`src/rtl/pipeline_pkg.sv`:
```
// Shared definitions for the elastic pipeline barrier: default widths,
// occupancy state encoding and per-stage control bit positions.
package pipeline_pkg;

  localparam int DEFAULT_DATA_WIDTH  = 64;
  localparam int DEFAULT_CTRL_WIDTH  = 3;
  localparam int DEFAULT_COUNT_WIDTH = 16;

  // Number of entries held by the barrier.
  typedef enum logic [1:0] {
    EMPTY = 2'd0,
    ONE   = 2'd1,
    FULL  = 2'd2
  } occ_e;

  // Control bit positions on the EX/MEM control bus.
  localparam int EX_MEM_MEMWRITE = 0;
  localparam int EX_MEM_MEMTOREG = 1;
  localparam int EX_MEM_REGWRITE = 2;

endpackage

```
`src/rtl/sat_counter.sv`:
```
// Saturating up-counter used for the barrier's stall and bubble statistics.
module sat_counter #(
  parameter int WIDTH = 16
) (
  input  logic             clk,
  input  logic             reset,
  input  logic             inc,
  output logic [WIDTH-1:0] count
);

  localparam logic [WIDTH-1:0] MAX = '1;

  // Count events, sticking at the all-ones value instead of wrapping.
  always_ff @(posedge clk) begin
    if (reset) begin
      count <= '0;
    end else if (inc && (count != MAX)) begin
      count <= count + WIDTH'(1);
    end
  end

endmodule

```
`src/rtl/pipeline_barrier.sv`:
```
// Elastic pipeline register with a two-entry skid buffer. The upstream
// ready is a flop output so no combinational path crosses the stage.
module pipeline_barrier
  import pipeline_pkg::*;
#(
  parameter int DATA_WIDTH  = DEFAULT_DATA_WIDTH,
  parameter int CTRL_WIDTH  = DEFAULT_CTRL_WIDTH,
  parameter int COUNT_WIDTH = DEFAULT_COUNT_WIDTH
) (
  input  logic                   clk,
  input  logic                   reset,
  input  logic                   flush,
  input  logic                   inValid,
  output logic                   inReady,
  input  logic [DATA_WIDTH-1:0]  inData,
  input  logic [CTRL_WIDTH-1:0]  inCtrl,
  output logic                   outValid,
  input  logic                   outReady,
  output logic [DATA_WIDTH-1:0]  outData,
  output logic [CTRL_WIDTH-1:0]  outCtrl,
  output logic [COUNT_WIDTH-1:0] stallCount,
  output logic [COUNT_WIDTH-1:0] bubbleCount
);

  occ_e                  state;
  logic                  main_valid;
  logic                  skid_valid;
  logic                  in_ready;
  logic [DATA_WIDTH-1:0] main_data;
  logic [DATA_WIDTH-1:0] skid_data;
  logic [CTRL_WIDTH-1:0] main_ctrl;
  logic [CTRL_WIDTH-1:0] skid_ctrl;
  logic                  acc;
  logic                  pop;

  // Handshake events for this cycle; a flushed beat is never accepted.
  always_comb begin
    // NOTE: every always_comb output gets a default first so no path leaves it unassigned (which would infer a latch).
    acc = 1'b0;
    pop = 1'b0;
    acc = inValid && in_ready && !flush;
    pop = main_valid && outReady;
  end

  // Occupancy FSM: moves beats between input, skid and main registers.
  always_ff @(posedge clk) begin
    // NOTE: state uses non-blocking assignments so every register samples pre-edge values, independent of statement order.
    if (reset) begin
      state      <= EMPTY;
      main_valid <= 1'b0;
      skid_valid <= 1'b0;
      in_ready   <= 1'b1;
      // NOTE: payload registers are reset only because outData must read zero after reset; a pure datapath would skip this.
      main_data  <= '0;
      main_ctrl  <= '0;
      skid_data  <= '0;
      skid_ctrl  <= '0;
    end else if (flush) begin
      // Drop everything held; a pop this cycle has already been seen downstream.
      state      <= EMPTY;
      main_valid <= 1'b0;
      skid_valid <= 1'b0;
      in_ready   <= 1'b1;
      main_ctrl  <= '0;
      skid_ctrl  <= '0;
    end else begin
      case (state)
        EMPTY: begin
          if (acc) begin
            main_data  <= inData;
            main_ctrl  <= inCtrl;
            main_valid <= 1'b1;
            state      <= ONE;
          end
        end
        ONE: begin
          if (acc && pop) begin
            main_data <= inData;
            main_ctrl <= inCtrl;
          end else if (acc) begin
            skid_data  <= inData;
            skid_ctrl  <= inCtrl;
            skid_valid <= 1'b1;
            in_ready   <= 1'b0;
            state      <= FULL;
          end else if (pop) begin
            main_valid <= 1'b0;
            state      <= EMPTY;
          end
        end
        FULL: begin
          if (pop) begin
            main_data  <= skid_data;
            main_ctrl  <= skid_ctrl;
            skid_valid <= 1'b0;
            in_ready   <= 1'b1;
            state      <= ONE;
          end
        end
        default: begin
          state      <= EMPTY;
          main_valid <= 1'b0;
          skid_valid <= 1'b0;
          in_ready   <= 1'b1;
        end
      endcase
    end
  end

  assign inReady  = in_ready;
  assign outValid = main_valid;
  assign outData  = main_data;
  assign outCtrl  = main_valid ? main_ctrl : '0;

  sat_counter #(.WIDTH(COUNT_WIDTH)) u_stall_counter (
    .clk   (clk),
    .reset (reset),
    .inc   (main_valid && !outReady),
    .count (stallCount)
  );

  sat_counter #(.WIDTH(COUNT_WIDTH)) u_bubble_counter (
    .clk   (clk),
    .reset (reset),
    .inc   (!main_valid && outReady),
    .count (bubbleCount)
  );

endmodule

```
`config.mk`:
```
export PLATFORM = sky130hd
export DESIGN_NAME = pipeline_barrier
export DESIGN_NICKNAME = d
export VERILOG_FILES = /design/src/rtl/pipeline_pkg.sv /design/src/rtl/sat_counter.sv /design/src/rtl/pipeline_barrier.sv
export SDC_FILE = /design/constraint.sdc
export NUM_CORES = 1
export LEC_CHECK = 0
export CORE_UTILIZATION = 40
export CTS_BUF_LIST = sky130_fd_sc_hd__clkbuf_4 sky130_fd_sc_hd__clkbuf_8
export DETAILED_ROUTE_END_ITERATION = 16
export PLACE_DENSITY = 0.74
export SETUP_SLACK_MARGIN = 0.2
export SYNTH_ARGS = -nofsm -noshare
export SYNTH_HDL_FRONTEND = slang
export SYNTH_SLANG_ARGS = --single-unit
export TNS_END_PERCENT = 20
```
`constraint.sdc`:
```
create_clock -name clk -period 1.9 [get_ports clk]
set_clock_uncertainty 0.1 [all_clocks]
set_input_delay 0.38 -clock clk [delete_from_list [all_inputs] [get_ports clk]]
set_output_delay 0.38 -clock clk [all_outputs]
set_load 0.1 [all_outputs]
```
* Word level (Yosys, flattened, before mapping)
Index checks and enable logic that the tools add are counted.
** Operators by class
- Reductions and logical operators :: 21
- Add/subtract/negate cells :: 2
- Mux-type cells :: 24
- Eq/ne operators :: 12
- Bitwise gates (word level) :: 4
** Operators with widths (number)
- 64-bit two-way mux :: 3
- 64-bit case mux with 3 select lines :: 1
- 16-bit by 1-bit adder with 16-bit output, second input constant :: 2
- 16-bit != test, second input constant :: 2
- 4-bit AND reduction :: 4
- 2-bit != test, second input constant :: 7
- 3-bit two-way mux :: 4
- 2-bit two-way mux :: 5
- 5-bit AND reduction :: 2
- 3-bit case mux with 3 select lines :: 1
- 1-bit logical AND :: 8
- 1-bit two-way mux :: 7
- 1-bit case mux with 3 select lines :: 2
- 2-bit case mux with 3 select lines :: 1
- 1-bit inverter :: 4
- 1-bit logical NOT :: 3
- 3-bit != test, second input constant :: 1
- 3-bit AND reduction :: 1
- 3-bit nonzero test :: 1
- 2-bit by 1-bit == test with 1-bit output, second input constant :: 1
- 2-bit == test, second input constant :: 1
- 2-bit logical NOT :: 1
- 2-bit OR reduction :: 1
** Storage, ports and cells
- Bits in registers :: 170
- Bits of input ports :: 72
- Word-level logic and storage cells :: 72

* Logic depth before layout (Yosys ltp)
Gate-level depths: netlist of the first run.
- Depth in word-level cells :: 5
- Depth in mapped cells :: 7
- Mapped depth without buffers :: 5

* Hierarchy
From an unflattened synthesis of the first run, not the netlist that was laid out.
** Unflattened totals
- Cells, all modules :: 863
- Area total of the unflattened synthesis :: 8191.6 um^2
** Modules (own cells, without submodules)
- pipeline_barrier :: cells an instance 665, area an instance 6495.0 um^2, seq. area each 2762.6 um^2, times used 1
- sat_counter :: cells an instance 99, area an instance 848.3 um^2, seq. area each 320.3 um^2, times used 2

* Worst setup path before layout of the first run
OpenSTA, ideal clock, no wires.
- Path type :: reg-to-reg
- From :: register u_bubble_counter.count[1]
- To :: register u_bubble_counter.count[9]
- Period minus slack after synthesis :: 2792 ps
- Stages on the path, launching flop included :: 7
- Path slack :: -892 ps
- Path buffers :: 1
- Arrival time :: 2571 ps
- Setup time :: 121 ps
- Cells stage by stage :: dfxtp_1 ha_1 nand4_1 nor4_1 buf_4 nor4_1 mux2_2
** On the way
- Cells in the longest elaborated chain, start to end :: 2
** RTL lines
- from (decl) :: line sat_counter.sv:8 : output logic [WIDTH-1:0] count
- from (signal assigned) :: line sat_counter.sv:18 : count <= count + WIDTH'(1);
- branches (longest 2 deep; another with 16-bit by 1-bit adder with 16-bit output)
Parallel ways; which one is timed is not known.
A chain may end at the register's enable or synchronous reset.

* Final worst setup path of the first run
- From :: register state[1]
- To :: register main_data[39], in the netlist outData[39]
** On the way
- Cells in the longest elaborated chain, start to end :: 3
** RTL lines
- from (decl) :: line pipeline_barrier.sv:25 : occ_e state;
- from (signal assigned) :: line pipeline_barrier.sv:49 : state <= EMPTY;
- from (signal assigned) :: line pipeline_barrier.sv:60 : state <= EMPTY;
- from (signal assigned) :: line pipeline_barrier.sv:73 : state <= ONE;
- 2-bit by 1-bit == test with 1-bit output (tied with other cells) :: line pipeline_barrier.sv:67 : case (state)
- 2-bit != test (no line) / 3-bit nonzero test (equally long branches)
- 5-bit AND reduction (no line)
- to (signal assigned) :: line pipeline_barrier.sv:70 : main_data <= inData;
- to (signal assigned) :: line pipeline_barrier.sv:78 : main_data <= inData;
- to (signal assigned) :: line pipeline_barrier.sv:93 : main_data <= skid_data;
- to (decl) :: line pipeline_barrier.sv:29 : logic [DATA_WIDTH-1:0] main_data;
Parallel ways exist; a longest one is shown, timed or not.

==> flow_metrics.tcl, run 1 <==
set metrics [dict create \
    outcome "complete, no violations" \
    synth_cells 829 \
    num_vias 7114 \
    regArea_sq_um 3540 \
    core_area_sq_um 17900 \
    grt_max_degree 68 \
    fillers 1334 \
    slew_headroom 0.711 \
    first_global_vias 6657 \
    synth_top_family_by_area "simple AND/OR/NAND/NOR gates" \
    clk_latency_ns 0.45 \
    synthArstFlopShare 0 \
    maxSlewViolCount 0 \
    timing.rr.start "state[1]" \
    cp.buffers_inverters 2 \
    synth.most_common_cell "dfxtp_1" \
    clk_path_buf_depth 2 \
    setup_tns_ns 0 \
    synth-adder-area-share 0.00343 \
    yosysWarningCount 0 \
    setup_viol 0 \
    syn_to_final_growth_pct 64.7 \
    drt_iter0_drc 338 \
    antenna-diode-count 0 \
    met3_length_um 1670 \
    nNetsFinal 1120 \
    power.leakage_uw 0.00469 \
    synth_nets 903 \
    multi_input_area_sq_um 3980 \
    critPathKind "reg2reg" \
    peakVddDrop_mv 0.465 \
    top_layer "met4" \
    required_ns 2.16 \
    maxCapViolCount 0 \
    synth_cell_types 48 \
    min_to "u_stall_counter.count[8]" \
    drive_above_1_share 0.324 \
    gr-total-overflow 0 \
    viasPerCell 5.52 \
    reg2reg_depth 6 \
    whs_path_depth 2 \
    path_clk_slew_ns 0.09 \
    initial_core_util 0.407 \
    dp_slack_ns -0.481 \
    grt_setup_unrepaired "true" \
    cp_slowest_cell "dfxtp_4" \
    ios 173 \
    worstSetupStartpointType "flip-flop" \
    hp-start "reset" \
    p_per_area_nw_per_um2 668 \
    worst_slack_ns 0.0721 \
    die_y_um 137 \
    cts.sinks 170 \
    wire_per_inst_um 17.2 \
    reg2reg_slack_ns 0.07 \
    root_buffer "clkbuf_8" \
    h-tree-depth 4 \
    netlist_area_sq_um 7290 \
    cpPeakStageDelay_ns 0.37 \
    synth_top_area_cell "dfxtp_1" \
    dr_wl_met2_um 11000 \
    drt_pass1_iterations 5 \
    synthTopCellsByCount "dfxtp_1 (170), nand2_1 (150), a21oi_1 (93), nor3_1 (71), mux2i_1 (65)" \
    finalPower_uw 8030 \
    row_count 49 \
    synth_xor_area_frac 0 \
    yosysSeqAreaShare 0.467 \
    globalplace.congestion 0.815 \
    arrival_ns 2.09 \
    m1WireLength_um 9050 \
    syn_avg_cell_area_sq_um 8.80 \
    finalCritPeriodShare 0.962 \
    synth_ff_type "dfxtp_1" \
    track_usage 0.225 \
    ys_top_cells_by_area "dfxtp_1 (47%), mux2i_1 (8.9%), nand2_1 (7.7%)" \
    post-route-drc-count 0 \
    worst_slew_pin_slew_ns 0.430 \
    synth.area.mux_share 0.102 \
    synth_compound_area_frac 0.171 \
    synthSimpleGateAreaFrac 0.209 \
    cp_top_family "compound AO/OA/AOI/OAI gates" \
    cts_tree "done" \
    yosysTopAreaCellShare 0.467 \
    min_path_type "in2reg" \
    end_kind "flip-flop" \
    max_clock_freq_mhz 547 \
    antenna_found_initial 0 \
    synth_edf_count 0 \
    place.port_buffers 172 \
    crit_chain "nand4bb_4 > a211oi_4 > buf_6 > clkbuf_16 > nor3_1 > a211oi_1" \
    wl_um 22100 \
    ys_ff_latch 170 \
    min_period_ns 1.83 \
    ant_nets 0 \
    hold_violations 0 \
    hpwl_um 13500 \
    dieArea_sq_um 18800 \
    grt_pass1_wl_um 33100 \
    worstPathMaxFanout 8 \
    cts_inserted_buffers 17 \
    fin_hold_ws_ns 0.257 \
    die_w_um 137 \
    r2r-end "outData[39]" \
]
==> sequential cells by signal, indices dropped and copies added (netlist names) <==
signal,flops
outData,64
skid_data,64
u_bubble_counter.count,16
u_stall_counter.count,16
main_ctrl,3
skid_ctrl,3
state,2
inReady,1
outValid,1
==> power breakdown <==
part / internal, uW / switching (uW) / leakage (uW) / total, uW
clock: 1210 / 1360 / 0.000203 / 2560
sequential: 3620 / 119 / 0.00141 / 3740
combinational: 717 / 1010 / 0.00308 / 1730
==> layout make-up <==
cell class | instances | share of cell area
tap | 229 | 0.0239
clock buffer | 18 | 0.0206
clock inverter | 14 | 0.0121
sequential | 170 | 0.294
inverter | 5 | 0.00156
timing repair buffer | 264 | 0.316
multi-input combinational | 588 | 0.331
==> layer usage <==
| metal | vias up | global-route usage |
|---|---|---|
| li1 | 3444 | - |
| met4 | 0 | 0.0781 |
| met5 | - | 0 |
| met3 | 29 | 0.0656 |
| met1 | 3403 | 0.268 |
| met2 | 238 | 0.383 |
==> per-stage QoR <==
step	cell area [sq um]	std cells	utilization
2_1_floorplan	7580	829	-
3_3_place_gp	10800	1211	0.604
3_5_place_dp	10800	1211	0.604
4_1_cts	11500	1262	0.640
5_1_grt	12000	1288	0.671
6_report	12000	1288	0.671
==> kinds of logic after synthesis <==
family          count (synthesis)
compound gates                197
fa+ha+maj                       2
buf+inv                        71
flops                         170
mux                            73
simple gates                  316
==> how the worst max path moves through the flow <==
stage,from,end,slack (ns),cells after the start
finish,state[1],outData[39],0.07,6
CTS,u_bubble_counter.count[1],u_bubble_counter.count[15],0.07,7
detailed placement,outReady,outData[59],-0.48,7
global placement,outReady,u_bubble_counter.count[13],-0.38,5
global route,u_bubble_counter.count[1],u_bubble_counter.count[8],-0.006,6
floorplan,u_bubble_counter.count[1],u_bubble_counter.count[9],-0.07,6
==> layout by cell type, fill, tap and decap left out, types with 8 or more instances in the layout <==
| cell | count |
|---|---|
| nand2_1 | 149 |
| dfxtp_1 | 134 |
| buf_12 | 119 |
| a21oi_1 | 91 |
| clkdlybuf4s50_1 | 68 |
| mux2i_1 | 65 |
| buf_4 | 62 |
| a211oi_1 | 54 |
| nor3_1 | 42 |
| dfxtp_4 | 35 |
| nor3_2 | 18 |
| clkbuf_8 | 18 |
| nor3_4 | 11 |
| nor2_1 | 11 |
| a211oi_2 | 10 |
| o31ai_1 | 10 |
| or4_1 | 10 |
| nand4_1 | 9 |
| o21ai_0 | 9 |
| nand3_1 | 8 |
| mux2_2 | 8 |
==> timing repair <==
action | in CTS | in global routing
pin swaps | 10 | 29
gates cloned | 2 | 5
resized for setup | 12 | 54
buffers inserted | 17 | 21
endpoints found under the setup margin | 97 | 167
hold buffers | 0 | 0
(Power assumes the default switching activity.)
==> run 2: changes to the inputs <==
--- a/config.mk
+++ b/config.mk
@@ -8,7 +8,7 @@
 export CORE_UTILIZATION = 40
 export CTS_BUF_LIST = sky130_fd_sc_hd__clkbuf_4 sky130_fd_sc_hd__clkbuf_8
 export DETAILED_ROUTE_END_ITERATION = 16
-export PLACE_DENSITY = 0.74
+export PLACE_DENSITY = 0.69
 export SETUP_SLACK_MARGIN = 0.2
 export SYNTH_ARGS = -nofsm -noshare
 export SYNTH_HDL_FRONTEND = slang
==> run 2 against run 1 <==
Combinational power rose by 9.8%. Final cell count grew 0.85%. Utilization rose by 6.6 points. Sequential power about the same. Critical path depth is 1 higher. Clock-buffer cell count is 1 higher. Wire length rose by 7.6%. Critical path type unchanged.
==> flow_metrics.tcl, run 2 (same netlist as run 1, synthesis figures left out) <==
set metrics [dict create \
    min_path_type "in2reg" \
    clk_path_buf_depth 2 \
    sw_frac_of_total 0.321 \
    grt_pass1_wl_um 33400 \
    globalplace.congestion 0.799 \
    crit_chain "ha_4 > nand4_1 > buf_4 > buf_4 > or3_4 > or3_1 > a21oi_1" \
    arrival_ns 2.16 \
    die_y_um 137 \
    gr-total-overflow 0 \
    wire_per_inst_um 18.3 \
    maxSlewViolCount 0 \
    drt_iter0_drc 290 \
    cp_slowest_cell "dfxtp_4" \
    grt_max_degree 50 \
    power.leakage_uw 0.00534 \
    seq_power_share 0.448 \
    crit_top_cell "buf_4" \
    h-tree-depth 4 \
    first_global_vias 6475 \
    cts.sinks 170 \
    power.share.clock 0.324 \
    grt_setup_unrepaired "true" \
    cp.buffers_inverters 2 \
    p_per_area_nw_per_um2 633 \
    final_util 0.737 \
    track_usage 0.227 \
    dp.cells 1221 \
    viasPerCell 5.58 \
    wl_um 23800 \
    maxCapViolCount 0 \
    post-route-drc-count 0 \
    setup_tns_ns 0 \
    switchingPower_uw 2680 \
    num_vias 7248 \
    mostFrequentLayoutCells "dfxtp_1 (134), buf_12 (117), nand2_1 (97)" \
    drt_pass1_iterations 4 \
    cp_top_family "simple AND/OR/NAND/NOR gates" \
    fillers 1157 \
    hold_violations 0 \
    required_ns 2.18 \
    reg2reg_slack_ns 0.03 \
    finalPower_uw 8350 \
    whs_path_depth 2 \
    p_int_uw 5670 \
    reg2reg_depth 7 \
    dieArea_sq_um 18800 \
    max_clock_freq_mhz 534 \
    end_kind "flip-flop" \
    fin_hold_ws_ns 0.160 \
    place.port_buffers 172 \
    cpPeakStageDelay_ns 0.38 \
    min_period_ns 1.87 \
    drive_above_1_share 0.478 \
    die_w_um 137 \
    hpwl_um 13400 \
    cts_tree "done" \
    peakVddDrop_mv 0.424 \
    nNetsFinal 1129 \
    slew_headroom 0.583 \
    timing.rr.start "u_bubble_counter.count[1]" \
    core_area_sq_um 17900 \
    ant_nets 0 \
    min_to "u_bubble_counter.count[15]" \
    worst_slew_pin_slew_ns 0.625 \
    path_clk_slew_ns 0.09 \
    instances_no_fill 1299 \
    cts_inserted_buffers 17 \
    row_count 49 \
    ios 173 \
    worstPathMaxFanout 4 \
    hp-start "reset" \
    r2r-end "u_bubble_counter.count[8]" \
    syn_to_final_growth_pct 80.8 \
    outcome "complete, no violations" \
    cts_hold_buf 0 \
    critPathKind "reg2reg" \
    layout.cells.most_common "dfxtp_1" \
    root_buffer "clkbuf_8" \
    worstSetupStartpointType "flip-flop" \
    pwr-share-comb 0.227 \
    setup_viol 0 \
    initial_core_util 0.407 \
    finalCritPeriodShare 0.986 \
    antenna_found_initial 2 \
    clk_latency_ns 0.45 \
]
-- run 2: cell types whose count changed in the layout (fill, tap and decap cells not counted), sizes merged, moves of 2 or more --
cell / delta
clkinv: -6
buf: +8
inv: +5
diode: +2
clkbuf: +2
-- run 2: worst reg2reg max path: cells and delay by family (launching register included) --
| kind | cells | cell delay [ns] |
|---|---|---|
| AO/OA/AOI/OAI | 1 | 0.11 |
| adder cells (fa/ha/maj) | 1 | 0.14 |
| buffers and inverters | 2 | 0.32 |
| flip-flops | 1 | 0.38 |
| AND/OR/NAND/NOR | 3 | 0.75 |
-- run 2: area by class of cell --
cell class | count | area (sq um) | area share
timing repair buffer | 273 | 4030 | 0.305
inverter | 5 | 18.8 | 0.00142
sequential | 170 | 3540 | 0.268
clock buffer | 19 | 262 | 0.0198
antenna | 2 | 5.00 | 0.000379
tap | 229 | 287 | 0.0217
clock inverter | 13 | 153 | 0.0116
multi-input combinational | 588 | 4900 | 0.372
-- run 2: power by group through the flow --
stage	combinational, uW	clock (uW)	sequential [uW]
2_1_floorplan	344	0	4380
3_3_place_gp	1600	0	3810
3_5_place_dp	1610	0	3810
4_1_cts	1660	2760	3730
5_1_grt	1970	2900	3760
6_report	1900	2710	3740
-- run 2: timing repair --
action                     in CTS  in global routing
resized for setup              24                287
pin swaps                      18                213
cloned                          4                  7
setup endpoints to repair     157                165
buffers inserted               19                 14
-- run 2: metrics by stage --
| step | cell area, sq um | setup WS (ns) |
|---|---|---|
| CTS | 11700 | 0.0715 |
| global placement | 10900 | -0.388 |
| global route | 13200 | -0.0642 |
| floorplan | 7580 | -0.0690 |
| finish | 13200 | 0.0265 |
| detailed placement | 10900 | -0.413 |
-- run 2: how the worst max path moves through the flow --
stage               depth (start not counted)  slack, ns                      start                    endpoint
global placement                            5      -0.39                   outReady  u_bubble_counter.count[13]
detailed placement                          5      -0.41                   outReady  u_bubble_counter.count[13]
finish                                      7       0.03  u_bubble_counter.count[1]   u_bubble_counter.count[8]
global route                                7      -0.06                   state[1]                 outData[19]
floorplan                                   6      -0.07  u_bubble_counter.count[1]   u_bubble_counter.count[9]
CTS                                         4       0.07                   outValid  u_bubble_counter.count[13]
-- run 2: metal layers --
layer / vias to the layer above / wire length, um / GRT usage
met5: - / 0 / 0
met4: 0 / 405 / 0.0733
met3: 40 / 1350 / 0.0641
met2: 208 / 11800 / 0.366
met1: 3522 / 10300 / 0.290
li1: 3478 / - / -
==> run 3: changes to the inputs <==
--- a/config.mk
+++ b/config.mk
@@ -5,9 +5,11 @@
 export SDC_FILE = /design/constraint.sdc
 export NUM_CORES = 1
 export LEC_CHECK = 0
+export CORE_MARGIN = 2
 export CORE_UTILIZATION = 40
 export CTS_BUF_LIST = sky130_fd_sc_hd__clkbuf_4 sky130_fd_sc_hd__clkbuf_8
 export DETAILED_ROUTE_END_ITERATION = 16
+export GPL_TIMING_DRIVEN = 0
 export PLACE_DENSITY = 0.69
 export SETUP_SLACK_MARGIN = 0.2
 export SYNTH_ARGS = -nofsm -noshare
==> run 3 against run 2 <==
Flip-flop and latch count unchanged. Critical path depth up 1. Clock-buffer cell count down 2. Via count down 0.91%. Register-to-register slack about the same. Hold slack better by 0.055 ns. Design area down 12%. Final cell count up 1.3%. Wire length down 0.82%. Total power down 1.9%. Utilization down 8.8 points. Highest routed layer is now met5.
==> flow_metrics.tcl, run 3 (same netlist as run 1, synthesis figures left out) <==
set metrics [dict create \
    antenna_found_initial 2 \
    cts_tree "done" \
    clk_path_buf_depth 2 \
    wl_um 23600 \
    gr-total-overflow 0 \
    syn_to_final_growth_pct 59.2 \
    crit_top_cell "buf_12" \
    h-tree-depth 4 \
    worstSetupStartpointType "flip-flop" \
    cp_slowest_cell "dfxtp_4" \
    drt_iter0_drc 360 \
    layout.cells.most_common "nand2_1" \
    ios 173 \
    required_ns 2.15 \
    die_y_um 139 \
    end_kind "flip-flop" \
    placed_cell_area_sq_um 9590 \
    timing.rr.start "state[1]" \
    cpPeakStageDelay_ns 0.38 \
    dieArea_sq_um 19300 \
    clk_latency_ns 0.47 \
    hp-start "flush" \
    path_clk_slew_ns 0.10 \
    r2r-end "outData[43]" \
    viasPerCell 5.46 \
    worst_slack_ns 0.0171 \
    hpwl_um 14800 \
    reg2reg_depth 8 \
    mostFrequentLayoutCells "nand2_1 (149), dfxtp_1 (135), a21oi_1 (83)" \
    die_w_um 139 \
    power.leakage_uw 0.00463 \
    final_area_sq_um 11600 \
    first_global_vias 6768 \
    hold_violations 0 \
    worst_slew_pin_slew_ns 0.708 \
    critPathKind "reg2reg" \
    fillers 1509 \
    grt_max_degree 17 \
    min_path_type "in2reg" \
    drive_above_1_share 0.397 \
    finalPower_uw 8190 \
    grt_pass1_wl_um 34200 \
    slew_headroom 0.528 \
    drt_pass1_iterations 5 \
    row_count 49 \
    arrival_ns 2.13 \
    cts_inserted_buffers 17 \
    crit_chain "nand4bb_4 > buf_6 > a21o_4 > a21oi_4 > buf_12 > buf_12 > clkbuf_16 > a211oi_2" \
    initial_core_util 0.407 \
    cts_hold_buf 0 \
    setup_viol 0 \
    finalCritPeriodShare 0.991 \
    root_buffer "clkbuf_8" \
    min_period_ns 1.88 \
    nNetsFinal 1148 \
    globalplace.congestion 0.795 \
    place.port_buffers 172 \
    whs_path_depth 3 \
    post-route-drc-count 0 \
    min_to "inReady" \
    track_usage 0.217 \
    maxSlewViolCount 0 \
    dp_slack_ns -0.979 \
    reg2reg_slack_ns 0.02 \
    outcome "complete, no violations" \
    p_per_area_nw_per_um2 705 \
    num_vias 7182 \
    critPathLaunch "state[1]" \
    ant_nets 0 \
    max_clock_freq_mhz 531 \
    grt_setup_unrepaired "true" \
    cts.sinks 170 \
    core_area_sq_um 17900 \
    wire_per_inst_um 17.9 \
    worstPathMaxFanout 8 \
    maxCapViolCount 0 \
    peakVddDrop_mv 0.451 \
]
-- run 3: cell count changes in the layout (fill, tap and decap cells not counted), sizes merged --
cell,delta
clkdlybuf4s50,+1
clkinvlp,+1
bufinv,+2
clkinv,+4
diode,-1
buf,-60
clkbuf,+77
dlygate4sd2,-1
inv,-6
-- run 3: layer usage --
metal  track usage  vias up  part of all wire
met4        0.0659        2             0.019
li1              -     3491                 -
met5             0        -           0.00055
met1         0.278     3435              0.43
met2         0.356      216              0.49
met3        0.0618       38             0.062
-- run 3: worst max-delay path, delay by kind of cell, from the launching register on --
family / cells / cell delay [ns]
DFF: 1 / 0.38
and+or+nand+nor: 1 / 0.27
buffers and inverters: 4 / 0.58
AOI/OAI and AO/OA: 3 / 0.43
-- run 3: report_power, final --
group | leakage [uW] | internal, uW | switching, uW
Combinational | 0.00301 | 584 | 1080
Sequential | 0.00141 | 3620 | 83.5
Clock | 0.000214 | 1430 | 1390
-- run 3: repair_timing --
item | 4_1_cts | 5_1_grt
cloned | 0 | 15
buffers inserted | 10 | 29
resized for setup | 623 | 305
pin swaps | 8 | 82
endpoints found under the setup margin | 265 | 217
-- run 3: final cells by class --
class,count,area [sq um],share of cell area
Tap cell,229,287,0.0247
Multi-Input combinational cell,588,4370,0.376
Inverter,5,18.8,0.00162
Buffer,66,673,0.0580
Clock buffer,17,234,0.0202
Timing Repair Buffer,226,2290,0.198
Clock inverter,14,196,0.0169
Antenna cell,1,2.50,0.000216
Sequential cell,170,3530,0.304
-- run 3: through the flow --
stage | util | std cells | TNS (ns) | hold slack [ns]
finish | 0.649 | 1316 | 0 | 0.215
global route | 0.648 | 1315 | -0.462 | 0.211
CTS | 0.554 | 1271 | 0 | 0.353
detailed placement | 0.536 | 1230 | -138.73 | 0.346
global placement | 0.536 | 1230 | -137.51 | 0.339
floorplan | - | 829 | -0.296 | 0.334
-- run 3: how the worst max path moves through the flow --
| stage | to | slack, ns | cells past startpoint |
|---|---|---|---|
| 6_report | outData[43] | 0.02 | 8 |
| 5_1_grt | outData[53] | -0.05 | 7 |
| 4_1_cts | u_bubble_counter.count[13] | 0.06 | 4 |
| 3_5_place_dp | outData[51] | -0.98 | 7 |
| 3_3_place_gp | skid_data[46] | -0.97 | 8 |
| 2_1_floorplan | u_bubble_counter.count[9] | -0.07 | 6 |
